==> config.mk <==
export PLATFORM = sky130hd
export DESIGN_NAME = unified_mem_arbiter
export DESIGN_NICKNAME = d
export VERILOG_FILES = /design/src/rtl/unified_mem_arbiter.sv
export SDC_FILE = /design/constraint.sdc
export NUM_CORES = 1
export LEC_CHECK = 0
export CELL_PAD_IN_SITES_DETAIL_PLACEMENT = 2
export CELL_PAD_IN_SITES_GLOBAL_PLACEMENT = 2
export CORE_MARGIN = 1.5
export CORE_UTILIZATION = 35
export CTS_CLUSTER_SIZE = 40
export DETAILED_ROUTE_END_ITERATION = 12
export DONT_BUFFER_PORTS = 1
export PLACE_DENSITY = 0.77
export SLEW_MARGIN = 5
export SYNTH_ARGS = -nofsm -noshare
export SYNTH_HDL_FRONTEND = slang
export SYNTH_SLANG_ARGS = --single-unit
export TNS_END_PERCENT = 50
==> constraint.sdc <==
create_clock -name clk -period 3 [get_ports clk]
set_input_delay 0 -clock clk [delete_from_list [all_inputs] [get_ports clk]]
set_output_delay 0 -clock clk [all_outputs]
set_load 0.02 [all_outputs]
==> src/rtl/unified_mem_arbiter.sv <==
// unified_mem_arbiter
// Merges the core's instruction-fetch port and data port onto one
// single-ported memory bus. Only one bus transaction runs at a time, and data
// requests win over fetches. Each finished result is held until the pipeline
// advances. A watchdog aborts any transaction that waits too long for
// m_ack_n, and it records the first such event in a sticky error flag.
//
// Ports
//   clk, rst                  clock and synchronous active-high reset
//   ireq, iad                 fetch request and fetch address
//   idt, acki_n               fetched instruction, fetch ack (0 = valid/no stall)
//   dreq, dwrite, dsize, dad, dwdata
//                             data request, store flag, size, address, store data
//   drdata, ackd_n            load data, data ack (0 = valid/no stall)
//   m_req, m_write, m_size, m_addr, m_wdata
//                             shared memory bus request and attributes
//   m_rdata, m_ack_n          memory read data and completion (0 = done)
//   bus_err, err_addr         sticky timeout flag and first failing address
module unified_mem_arbiter #(
  parameter int          TIMEOUT       = 256,
  parameter logic [1:0]  IF_SIZE       = 2'b10,
  parameter logic [31:0] IF_ABORT_INSN = 32'h0000_0013
) (
  input  logic        clk,
  input  logic        rst,
  input  logic        ireq,
  input  logic [31:0] iad,
  output logic [31:0] idt,
  output logic        acki_n,
  input  logic        dreq,
  input  logic        dwrite,
  input  logic [1:0]  dsize,
  input  logic [31:0] dad,
  input  logic [31:0] dwdata,
  output logic [31:0] drdata,
  output logic        ackd_n,
  output logic        m_req,
  output logic        m_write,
  output logic [1:0]  m_size,
  output logic [31:0] m_addr,
  output logic [31:0] m_wdata,
  input  logic [31:0] m_rdata,
  input  logic        m_ack_n,
  output logic        bus_err,
  output logic [31:0] err_addr
);

  localparam int CNT_W = $clog2(TIMEOUT);
  localparam logic [CNT_W-1:0] CNT_LAST = CNT_W'(TIMEOUT - 1);

  typedef enum logic [1:0] {IDLE, I_BUS, D_BUS} state_t;

  state_t            state_q, state_d;
  logic              i_done_q, d_done_q;
  logic [CNT_W-1:0]  cnt_q;
  logic              m_req_q, m_write_q;
  logic [1:0]        m_size_q;
  logic [31:0]       m_addr_q, m_wdata_q;
  logic [31:0]       idt_q, drdata_q;
  logic              bus_err_q;
  logic [31:0]       err_addr_q;

  logic in_bus, timeout, finish, advance;

  assign in_bus  = (state_q != IDLE);
  // A memory ack in the last allowed cycle counts as completion, not abort.
  assign timeout = in_bus && m_ack_n && (cnt_q == CNT_LAST);
  assign finish  = in_bus && (!m_ack_n || timeout);

  // The acks depend only on the requests and registered flags, so there is no
  // combinational path from the memory bus to the core.
  assign acki_n  = ireq & ~i_done_q;
  assign ackd_n  = dreq & ~d_done_q;
  assign advance = !acki_n && !ackd_n;

  always_comb begin
    state_d = state_q;
    case (state_q)
      IDLE: begin
        if (dreq && !d_done_q)      state_d = D_BUS;
        else if (ireq && !i_done_q) state_d = I_BUS;
      end
      default: if (finish) state_d = IDLE;
    endcase
  end

  always_ff @(posedge clk) begin
    if (rst) begin
      state_q    <= IDLE;
      i_done_q   <= 1'b0;
      d_done_q   <= 1'b0;
      cnt_q      <= '0;
      m_req_q    <= 1'b0;
      m_write_q  <= 1'b0;
      m_size_q   <= 2'b00;
      m_addr_q   <= '0;
      m_wdata_q  <= '0;
      idt_q      <= '0;
      drdata_q   <= '0;
      bus_err_q  <= 1'b0;
      err_addr_q <= '0;
    end else begin
      state_q <= state_d;
      if (advance) begin
        i_done_q <= 1'b0;
        d_done_q <= 1'b0;
      end
      case (state_q)
        IDLE: begin
          if (state_d == D_BUS) begin
            m_req_q   <= 1'b1;
            m_write_q <= dwrite;
            m_size_q  <= dsize;
            m_addr_q  <= dad;
            m_wdata_q <= dwdata;
            cnt_q     <= '0;
          end else if (state_d == I_BUS) begin
            m_req_q   <= 1'b1;
            m_write_q <= 1'b0;
            m_size_q  <= IF_SIZE;
            m_addr_q  <= iad;
            cnt_q     <= '0;
          end
        end
        default: begin
          cnt_q <= cnt_q + CNT_W'(1);
          if (finish) begin
            // Size/addr/wdata keep their last values while the bus is idle.
            m_req_q   <= 1'b0;
            m_write_q <= 1'b0;
            if (timeout && !bus_err_q) begin
              bus_err_q  <= 1'b1;
              err_addr_q <= m_addr_q;
            end
            // If the owner has dropped its request, the result is discarded.
            if (state_q == I_BUS && ireq) begin
              i_done_q <= 1'b1;
              idt_q    <= timeout ? IF_ABORT_INSN : m_rdata;
            end
            if (state_q == D_BUS && dreq) begin
              d_done_q <= 1'b1;
              if (!m_write_q) drdata_q <= timeout ? 32'h0 : m_rdata;
            end
          end
        end
      endcase
    end
  end

  assign m_req    = m_req_q;
  assign m_write  = m_write_q;
  assign m_size   = m_size_q;
  assign m_addr   = m_addr_q;
  assign m_wdata  = m_wdata_q;
  assign idt      = idt_q;
  assign drdata   = drdata_q;
  assign bus_err  = bus_err_q;
  assign err_addr = err_addr_q;

endmodule

==> results.toml <==
[outcome]
status = "complete, but fails checks"
violations = "negative hold slack"

[place]
dp_hpwl_um = 14200
gp_congestion = 0.771
place.port_buffers = 0

[power_and_ir_drop]
p_leak_nw = 3.28
pwr-share-comb_pct = 12.4
internal-power_mw = 4.08
power_frac_seq_pct = 47.8
clockPowerShare_pct = 39.9
ir_drop_v = 0.000385
p_total_mw = 5.85
switching_share_pct = 30.3
pwr_density_cell_nw_per_um2 = 662
switching_power_mw = 1.77

[timing]
drv_slew = 0
fin_tns_setup_ns = 0
finalHoldViolations = 15
finalCritPeriodShare_pct = 92.5
fin_worst_skew_ns = 0.0178
fmax_ghz = 0.360
relSlewSlack_pct = 51.7
finalSetupViolCount = 0
fin_hold_ws_ns = -0.0286
min_period_ns = 2.77
tightest_slew_ns = 0.725
rsz0062_at_grt = "no"

[setup_path]
reg2reg_slack_ns = 0.23
r2r_end = "m_addr[15]"
start_kind = "flip-flop"
reg2reg_from = "cnt_q[0]"
endpoint_kind = "flip-flop"
crit_path_max_fanout = 68
worstRegToRegCells = 9
arrival_ns = 3.08
critPathKind = "reg2reg"
required_ns = 3.30

[detailed_routing]
dr_total_vias = 6148
routed_wl_um = 25200
drc = 0
wire_per_inst_um = 23.1
via_per_inst = 5.64
antenna_left = 0
first_pass_iters = 4
drt_iter0_drc = 223

[cells_and_area]
ff_latch_area_um2 = 3540
finalNetCount = 982
antenna_cells = 0
multiInputGateArea_um2 = 2860
drive_gt1_share_pct = 7.01
nFillCells = 1949
syn2layout_area_growth_pct = 32.5

[clock_tree]
clk_pin_slew_ns = 0.08
cts_max_level = 4
cts_tree = "built"
clock_sinks = 177
clock_latency_ns = 0.42
numCtsBuffers = 17
clk_path_buf_depth = 2
clock-root-buffer = "clkbuf_16"

[floorplan]
initial_core_util_pct = 35.6
ioPinCount = 303
die_w_um = 141
fp.dieH_um = 141
core_um2 = 18700
fp.dieArea_um2 = 19900
rows = 50

[synth]
synth_ff_type = "dfxtp_1"
synth_cells = 738
synth-seq-cells = 177
synth_edf_count = 0
synthArstFlopShare_pct = 0
yosysSeqAreaShare_pct = 53.2
ys_warn_count = 0
synth.avg_cell_area_um2 = 9.03
syn-cell-area_um2 = 6670
synthDistinctLibCells = 39
synth_nets = 877

[grt]
grt_pass1_wl_um = 38900
grt_pass1_vias = 6888
grt-ovfl-total = 0
track_usage_pct = 25.1
grt_antenna_before_repair = 0
grt_max_degree = 147

[min_path]
hp-class = "in2reg"
hp-start = "rst"
holdPathStages = 2
whs_endpoint = "idt[16]"

[job]
drv_cap = 0
[power by group through the flow]
| stage | registers, mW | clock network [mW] | logic [mW] |
|---|---|---|---|
| after floorplan | 2.79 | 0 | 0.417 |
| after global placement | 2.83 | 0 | 0.466 |
| after detailed placement | 2.84 | 0 | 0.504 |
| after CTS | 2.79 | 2.38 | 0.693 |
| after global routing | 2.81 | 2.48 | 0.793 |
| final | 2.79 | 2.33 | 0.725 |
[synth_stat cells (2+ instances only)]
library cell | count | area share [%]
ha_1 | 3 | 0.56
a22o_1 | 4 | 0.53
a32o_1 | 29 | 4.4
nor2b_1 | 4 | 0.38
buf_6 | 3 | 0.51
or4_1 | 2 | 0.23
clkbuf_1 | 38 | 2.1
nand4_1 | 2 | 0.19
or3_1 | 3 | 0.28
buf_1 | 2 | 0.11
a31oi_1 | 30 | 2.8
dfxtp_1 | 177 | 53
and2_1 | 2 | 0.19
nor2_1 | 73 | 4.1
nor3_1 | 7 | 0.53
mux2i_1 | 32 | 4.8
nand2_1 | 137 | 7.7
o211ai_1 | 2 | 0.23
nand3_1 | 3 | 0.23
xor2_1 | 2 | 0.26
a21oi_1 | 78 | 5.9
a211oi_1 | 33 | 3.7
nor3b_1 | 3 | 0.34
buf_2 | 22 | 1.7
inv_1 | 2 | 0.11
and3_1 | 30 | 2.8
o21ai_0 | 3 | 0.23
[critical path: stages, from the launching register on]
cell	delay, ns
dfxtp_1	0.38
ha_1	0.25
o211ai_2	0.14
o31a_1	0.36
a22o_1	0.26
ha_1	0.40
nor2_4	0.16
buf_12	0.28
nor2_1	0.09
a211oi_1	0.30
[metrics by stage]
step	utilization [%]	instances	instance area [µm²]	setup WS, ns	hold WS (ns)
after floorplan	-	738	6670	0.455	0.126
after global placement	36.5	922	6830	0.504	0.0847
after detailed placement	36.5	922	6830	0.271	0.0904
after CTS	47.2	1090	8820	0.173	0.0284
after global routing	47.2	1090	8830	0.0617	0.0512
final	47.2	1090	8830	0.225	-0.0286
[routing by layer]
layer	share of wire (%)	GRT usage, %	up-vias
li1	-	-	2819
met1	37	25.6	3050
met4	2.8	8.94	0
met2	53	47.7	231
met5	0	0	-
met3	7.0	7.95	48
[cells by family (layout without fill, tap and decap cells)]
group                    after synthesis  count (layout)  synth area share [%]
AO/OA/AOI/OAI                        183             183                  18.5
XOR/XNOR                               2               2                 0.263
adder cells (fa/ha/maj)                3               3                 0.563
buffers and inverters                 67             185                  4.52
flip-flops                           177             177                  53.2
multiplexers                          32              32                  4.80
AND/OR/NAND/NOR                      274             274                  18.2
[final cells by class]
type / instances / share of cell area (%)
clock buffer: 17 / 4.82
clock inverter: 15 / 2.12
inverter: 2 / 0.0850
multi-input combinational: 494 / 32.4
sequential: 177 / 40.1
tap: 234 / 3.31
timing repair buffer: 151 / 17.2
[worst max-delay path by stage]
stage                         from    endpoint  slack [ns]  depth (start not counted)
after floorplan           cnt_q[0]     m_write        0.46                         11
after global placement    cnt_q[0]  m_addr[14]        0.50                          8
after detailed placement  cnt_q[0]   m_size[1]        0.27                          8
after CTS                 cnt_q[0]   m_size[1]        0.17                          8
after global routing      cnt_q[0]  m_addr[15]        0.06                          9
final                     cnt_q[0]  m_addr[15]        0.23                          9
[sequential cells by signal, indices dropped and copies added, names as in the netlist]
signal and count:
bus_err 1, cnt_q 8, d_done_q 1, drdata 32
err_addr 32, i_done_q 1, idt 32, m_addr 32
m_req 1, m_size 2, m_wdata 32, m_write 1
state_q 2
[cell usage in the layout, fill, tap and decap left out, types with 17 or more instances in the layout]
master / netlist / routed
nand2_1: 137 / 137
and3_1: 30 / 30
a31oi_1: 30 / 30
a32o_1: 29 / 29
mux2i_1: 32 / 32
a21oi_1: 78 / 76
nor2_1: 73 / 72
dlygate4sd3_1: 0 / 135
a211oi_1: 33 / 33
dfxtp_1: 177 / 177
clkbuf_16: 0 / 17
[what timing repair did]
action                                  in CTS  in global routing
endpoints found under the hold margin      177                  0
endpoints found under the setup margin       0                  2
hold buffers                               136                  0
setup buffers                                0                  0
gates resized for setup                      0                  2
No activity file was read; power rests on OpenSTA's default activity.
